<file path="src/rtl/mmio_arb_pkg.sv">
// Shared encodings for the mmio bus arbiter: FSM states, transaction owner and
// the fixed access type used for instruction fetches.
package mmio_arb_pkg;

   typedef enum logic [1:0] {
      IDLE  = 2'd0,
      ISSUE = 2'd1,
      RESP  = 2'd2
   } state_e;

   typedef enum logic {
      OWN_IF = 1'b0,
      OWN_LS = 1'b1
   } owner_e;

   localparam int WDT_W_DEF = 4;

   // Fetches are always a 32-bit word, zero-extended into the data path.
   localparam int IF_WDT_OP = 6;

endpackage

</file>
<file path="src/rtl/rr_arb2.sv">
// Two-way round-robin picker: a lone requester wins; on a tie the side that
// did not own the previous grant wins. Purely combinational.
module rr_arb2 (
   input  logic [1:0] req,
   input  logic       last_owner,
   output logic [1:0] gnt
);

   // req[0]/gnt[0] is the IFU, req[1]/gnt[1] the LSU; last_owner=1 means LSU.
   always_comb begin
      gnt    = 2'b00;
      gnt[0] = req[0] & (~req[1] | last_owner);
      gnt[1] = req[1] & (~req[0] | ~last_owner);
   end

endmodule

</file>
<file path="src/rtl/mmio_bus_arbiter.sv">
// Round-robin arbiter sharing the single mmio port between the IFU and the LSU.
// Optional grant/conflict counters are enabled by defining MMIO_ARB_PERF_EN.
module mmio_bus_arbiter
   import mmio_arb_pkg::*;
#(
   parameter int ADDR_W = 64,
   parameter int DATA_W = 64,
   parameter int WDT_W  = WDT_W_DEF,
   parameter int PERF_W = 32
) (
   input  logic              clk,
   input  logic              rst_n,
   input  logic              if_req,
   input  logic [ADDR_W-1:0] if_addr,
   output logic              if_gnt,
   output logic              if_rsp_valid,
   output logic [DATA_W-1:0] if_rdata,
   input  logic              ls_req,
   input  logic              ls_we,
   input  logic [ADDR_W-1:0] ls_addr,
   input  logic [DATA_W-1:0] ls_wdata,
   input  logic [WDT_W-1:0]  ls_wdt_op,
   output logic              ls_gnt,
   output logic              ls_rsp_valid,
   output logic [DATA_W-1:0] ls_rdata,
   output logic [ADDR_W-1:0] mem_raddr,
   output logic [ADDR_W-1:0] mem_waddr,
   output logic [DATA_W-1:0] mem_wdata,
   output logic              mem_ren,
   output logic              mem_wen,
   output logic [WDT_W-1:0]  wdt_op,
   input  logic [DATA_W-1:0] mem_rdata,
   output logic              busy
`ifdef MMIO_ARB_PERF_EN
   ,
   output logic [PERF_W-1:0] perf_if_cnt,
   output logic [PERF_W-1:0] perf_ls_cnt,
   output logic [PERF_W-1:0] perf_conflict_cnt
`endif
);

   state_e            state_q, state_d;
   owner_e            owner_q, owner_d;
   owner_e            last_owner_q, last_owner_d;
   logic [ADDR_W-1:0] addr_q, addr_d;
   logic [DATA_W-1:0] wdata_q, wdata_d;
   logic              we_q, we_d;
   logic [WDT_W-1:0]  op_q, op_d;
   logic [DATA_W-1:0] rdata_q, rdata_d;
   logic              grant_en;
   logic [1:0]        gnt;

   // No grant while the port is busy issuing or while reset is held.
   assign grant_en = rst_n & (state_q != ISSUE);

   rr_arb2 u_rr_arb2 (
      .req        ({ls_req, if_req} & {2{grant_en}}),
      .last_owner (last_owner_q == OWN_LS),
      .gnt        (gnt)
   );

   always_comb begin
      state_d      = state_q;
      owner_d      = owner_q;
      last_owner_d = last_owner_q;
      addr_d       = addr_q;
      wdata_d      = wdata_q;
      we_d         = we_q;
      op_d         = op_q;
      rdata_d      = rdata_q;
      case (state_q)
         ISSUE: begin
            state_d = RESP;
            rdata_d = we_q ? '0 : mem_rdata;
         end
         default: begin
            state_d = IDLE;
            if (gnt[0]) begin
               state_d      = ISSUE;
               owner_d      = OWN_IF;
               last_owner_d = OWN_IF;
               addr_d       = if_addr;
               wdata_d      = '0;
               we_d         = 1'b0;
               op_d         = WDT_W'(IF_WDT_OP);
            end else if (gnt[1]) begin
               state_d      = ISSUE;
               owner_d      = OWN_LS;
               last_owner_d = OWN_LS;
               addr_d       = ls_addr;
               wdata_d      = ls_wdata;
               we_d         = ls_we;
               op_d         = ls_wdt_op;
            end
         end
      endcase
   end

   always_ff @(posedge clk) begin
      if (!rst_n) begin
         state_q      <= IDLE;
         owner_q      <= OWN_IF;
         last_owner_q <= OWN_LS;
         addr_q       <= '0;
         wdata_q      <= '0;
         we_q         <= 1'b0;
         op_q         <= '0;
         rdata_q      <= '0;
      end else begin
         state_q      <= state_d;
         owner_q      <= owner_d;
         last_owner_q <= last_owner_d;
         addr_q       <= addr_d;
         wdata_q      <= wdata_d;
         we_q         <= we_d;
         op_q         <= op_d;
         rdata_q      <= rdata_d;
      end
   end

   // Strobes are qualified by rst_n so a reset mid-transaction never commits.
   always_comb begin
      if_gnt       = gnt[0];
      ls_gnt       = gnt[1];
      mem_raddr    = addr_q;
      mem_waddr    = addr_q;
      mem_wdata    = wdata_q;
      wdt_op       = op_q;
      mem_ren      = rst_n & (state_q == ISSUE) & ~we_q;
      mem_wen      = rst_n & (state_q == ISSUE) & we_q;
      if_rsp_valid = rst_n & (state_q == RESP) & (owner_q == OWN_IF);
      ls_rsp_valid = rst_n & (state_q == RESP) & (owner_q == OWN_LS);
      if_rdata     = (owner_q == OWN_IF) ? rdata_q : '0;
      ls_rdata     = (owner_q == OWN_LS) ? rdata_q : '0;
      busy         = (state_q != IDLE);
   end

`ifdef MMIO_ARB_PERF_EN
   logic [PERF_W-1:0] perf_if_q, perf_if_d;
   logic [PERF_W-1:0] perf_ls_q, perf_ls_d;
   logic [PERF_W-1:0] perf_cf_q, perf_cf_d;

   function automatic logic [PERF_W-1:0] sat_inc(input logic [PERF_W-1:0] v);
      return (&v) ? v : v + 1'b1;
   endfunction

   always_comb begin
      perf_if_d = gnt[0] ? sat_inc(perf_if_q) : perf_if_q;
      perf_ls_d = gnt[1] ? sat_inc(perf_ls_q) : perf_ls_q;
      perf_cf_d = (grant_en & if_req & ls_req) ? sat_inc(perf_cf_q) : perf_cf_q;
   end

   always_ff @(posedge clk) begin
      if (!rst_n) begin
         perf_if_q <= '0;
         perf_ls_q <= '0;
         perf_cf_q <= '0;
      end else begin
         perf_if_q <= perf_if_d;
         perf_ls_q <= perf_ls_d;
         perf_cf_q <= perf_cf_d;
      end
   end

   assign perf_if_cnt       = perf_if_q;
   assign perf_ls_cnt       = perf_ls_q;
   assign perf_conflict_cnt = perf_cf_q;
`endif

endmodule

</file>
<file path="config.mk">
export PLATFORM = sky130hd
export DESIGN_NAME = mmio_bus_arbiter
export DESIGN_NICKNAME = d
export VERILOG_FILES = /design/src/rtl/mmio_arb_pkg.sv /design/src/rtl/rr_arb2.sv /design/src/rtl/mmio_bus_arbiter.sv
export SDC_FILE = /design/constraint.sdc
export NUM_CORES = 1
export LEC_CHECK = 0
export BUFFER_PORTS_ARGS = -buffer_cell sky130_fd_sc_hd__buf_2
export CORE_AREA = 2 2 235 237
export CTS_BUF_LIST = sky130_fd_sc_hd__clkbuf_2
export DETAILED_ROUTE_END_ITERATION = 12
export DIE_AREA = 0 0 237 239
export PLACE_DENSITY = 0.49
export SLEW_MARGIN = 25
export SYNTH_ARGS = -nofsm -noshare
export SYNTH_HDL_FRONTEND = slang
export SYNTH_SLANG_ARGS = --single-unit
</file>
<file path="constraint.sdc">
create_clock -name clk -period 1.8 [get_ports clk]
set_input_delay 0 -clock clk [delete_from_list [all_inputs] [get_ports clk]]
set_output_delay 0 -clock clk [all_outputs]
set_load 0.01 [all_outputs]
</file>
==> metrics.csv, run 1 <==
metric;value;unit
status;did not finish;
haltStage;clock tree synthesis (4_1_cts);
firstError;[ERROR RSZ-0060] Max buffer count reached.;
cts_sinks;201;
io_pins;596;
ys_seq_area_share;37.3;%
cts_setup_buffers;26;
synth_area_leaders;dfxtp_1 (37%), o311a_1 (5.9%), buf_4 (5.4%);
synth_area;10800;sq um
start_util;19.8;%
cts_buffer_depth;3;
yosysWarningCount;0;
async_flop_share;0;%
postSynthCellCount;1245;
synth_top_area_cell;dfxtp_1;
cts.repair.resized;124;
core.rowCount;86;
die_y;239;um
place.port_buffers;595;
cts_hold_buf;503;
syn_avg_cell_area;8.66;sq um
dpl.hpwl;33200;um
numCtsBuffers;59;
synth_top_area_share;37.3;%
yosysUniqueCellTypes;34;
fp.dieW;237;um
synth_most_common_cell;dfxtp_1;
ys_top_cells_by_count;dfxtp_1 (201), buf_2 (84), buf_4 (78);
gp_congestion;0.782;
cts_root_buf;clkbuf_2;
synthFlopType;dfxtp_1;
ys_ff_latch;201;
synth_edf_count;0;
cts_htree_levels;2;
syn_nets;1510;
[cells by family after synthesis]
family,Yosys count,synth area share (%)
buffers and inverters,305,14.4
AOI/OAI and AO/OA,395,29.7
DFF,201,37.3
and+or+nand+nor,344,18.5
[metrics by stage]
stage          area (sq um)  worst slack (ns)  cells  util (%)
2_1_floorplan         10800             0.430   1245         -
3_3_place_gp          14000            0.0678   2355      25.8
3_5_place_dp          14000            0.0279   2355      25.8
==> inputs of run 2 (changes only) <==
--- a/config.mk
+++ b/config.mk
@@ -6,11 +6,10 @@
 export NUM_CORES = 1
 export LEC_CHECK = 0
 export BUFFER_PORTS_ARGS = -buffer_cell sky130_fd_sc_hd__buf_2
-export CORE_AREA = 2 2 235 237
-export CTS_BUF_LIST = sky130_fd_sc_hd__clkbuf_2
+export CORE_AREA = 2 2 231 233
 export DETAILED_ROUTE_END_ITERATION = 12
-export DIE_AREA = 0 0 237 239
-export PLACE_DENSITY = 0.49
+export DIE_AREA = 0 0 233 235
+export PLACE_DENSITY_LB_ADDON = 0.15
 export SLEW_MARGIN = 25
 export SYNTH_ARGS = -nofsm -noshare
 export SYNTH_HDL_FRONTEND = slang
==> run 2 against run 1 <==
Effect of this change:
- the flow now finishes, with violations (negative hold slack)
- synthesized cell count unchanged
- area after synthesis unchanged
==> metrics.csv, run 2 <==
metric;value;unit;change
status;finished, violations left;;was did not finish
violations;negative hold slack;;
antenna_found_initial;1;;
slowest_stage;dfxtp_2;;
cts_buffer_depth;3;;unchanged
dpl.hpwl;31600;um;was 33200 um
synthFlopType;dfxtp_1;;unchanged
yosysUniqueCellTypes;34;;unchanged
finalClockSkew;0.0164;ns;
setup_viol;0;;
synth_top_area_cell;dfxtp_1;;unchanged
dieArea;54800;sq um;
ir_drop;0.624;mV;
finalCriticalPeriod;1.71;ns;
fp.dieW;233;um;was 237 um
worst_setup_path_end_kind;register;;
yosysWarningCount;0;;unchanged
ant_nets;0;;
rsz0062_at_grt;false;;
synth_edf_count;0;;unchanged
grtUsageTotal;17.0;%;
arrival;2.13;ns;
seqCellArea;4030;sq um;
max_stage_delay;0.37;ns;
p_leak;8.50;nW;
fillers;5454;;
syn_nets;1510;;unchanged
ys_ff_latch;201;;unchanged
tightest_slew;0.801;ns;
cts_htree_levels;1;;was 2
synth_top_area_share;37.3;%;unchanged
nets;2213;;
critical_path.cell_chain;nand2b_4 -> buf_6 -> buf_4 -> a41oi_1 -> o311a_1;;
grt_pass1_wl;73200;um;
postSynthCellCount;1245;;unchanged
start_util;20.6;%;was 19.8%
synth_most_common_cell;dfxtp_1;;unchanged
cts_tree;yes;;
drv_slew;0;;
drt_iter0_drc;600;;
clk_pin_slew;0.06;ns;
setup_tns;0;ns;
grt_max_degree;105;;
final-instance-count-excl-fill;2657;;
syn_avg_cell_area;8.66;sq um;unchanged
dp.cells;2329;;was 2355
route.detailed.drc;0;;
numCtsBuffers;26;;was 59
place.port_buffers;595;;unchanged
hold_path_depth;4;;
gp_congestion;0.786;;was 0.782
drt_wl_total;50300;um;
r2r_cells;5;;
dr.pass1.iters;7;;
overflow;0;;
async_flop_share;0;%;unchanged
finalHoldViolCount;1;;
fin_util;34.0;%;
crit_required;2.23;ns;
via_per_inst;4.78;;
cts_root_buf;clkbuf_16;;was clkbuf_2
via_count;12700;;
start_kind;register;;
ys_seq_area_share;37.3;%;unchanged
core.rowCount;84;;was 86
synth_area;10800;sq um;unchanged
final_cell_mix;buf_2 (593), dlygate4sd3_1 (264), dfxtp_1 (198);;
wl_per_cell;18.9;um;
fmax;0.586;GHz;
crit_fanout;24;;
hold_ws;-0.000449;ns;
core-area;52200;sq um;
p_total;0.0137;W;
layout-drive-gt1-share;38.9;%;
timing.final.crit_share;94.8;%;
power.density;768;nW/um^2;
drv_cap;0;;
area_growth;64.9;%;
grt_pass1_vias;12000;;
mostFrequentLayoutCell;buf_2;;
die_y;235;um;was 239 um
clock_latency;0.56;ns;
hold_class;input port to register;;
ys_top_cells_by_count;dfxtp_1 (201), buf_2 (84), buf_4 (78);;unchanged
multi_input_area;5270;sq um;
cts_sinks;201;;unchanged
io_pins;596;;unchanged
relSlewSlack;46.5;%;
critical_path_class;register to register;;
synth_area_leaders;dfxtp_1 (37%), o311a_1 (5.9%), buf_4 (5.4%);;unchanged
## run 2: cell counts after synthesis
No cell type changed its count.
## run 2: worst max-delay path: cells and delay by family, from the launching register on
| family | cells | cell delay, ns |
|---|---|---|
| buffers and inverters | 2 | 0.52 |
| DFF | 1 | 0.37 |
| AOI/OAI and AO/OA | 2 | 0.52 |
| and+or+nand+nor | 1 | 0.17 |
## run 2: report_power, final
group	internal, W	switching (W)
registers	0.00474	0.000252
logic	0.00164	0.00167
clock network	0.00320	0.00216
## run 2: cell families (layout without fill, tap and decap cells)
kind of cell	after synthesis	after routing	share of synthesized area [%]
simple gates	344	344	18.5
flops	201	201	37.3
compound gates	395	395	29.7
buf+inv	305	1028	14.4
other cells	0	1	0
## run 2: worst paths after layout
path                 start            end  slack, ns
max             state_q[1]  mem_raddr[27]       0.09
min                  rst_n     state_q[1]    -0.0004
max reg2reg     state_q[1]  mem_raddr[27]       0.09
min reg2reg  mem_wdata[10]  mem_wdata[10]       0.46
## run 2: final cells by class
| type | instances | area share, % |
|---|---|---|
| inverter | 67 | 1.44 |
| timing repair buffer | 913 | 36.4 |
| tap | 688 | 4.84 |
| multi-input combinational | 739 | 29.6 |
| clock buffer | 35 | 4.19 |
| antenna | 1 | 0.0141 |
| sequential | 201 | 22.7 |
| clock inverter | 13 | 0.760 |
## run 2: what timing repair did
action / in CTS / in global routing
gates cloned: 5 / 1
endpoints found under the setup margin: 35 / 50
buffers inserted: 9 / 1
endpoints found under the hold margin: 199 / 0
pin swaps: 1 / 1
resized for setup: 7 / 3
hold buffers: 264 / 0
## run 2: metrics by stage
stage | setup slack [ns] | cell area (sq um)
2_1_floorplan | 0.430 | 10800
3_3_place_gp | 0.0865 | 13900
6_report | 0.0943 | 17800
4_1_cts | 0.0136 | 17700
5_1_grt | 0.0112 | 17800
3_5_place_dp | 0.0609 | 13900
## run 2: routing by layer
layer	vias up	wire (um)	share of wire [%]	track usage, %
met5	-	0	0	0
met4	0	1470	2.9	5.48
met3	76	2820	5.6	2.35
met2	519	24800	49	30.0
met1	6064	21200	42	21.1
li1	6050	-	-	-
(Power assumes the default switching activity.)
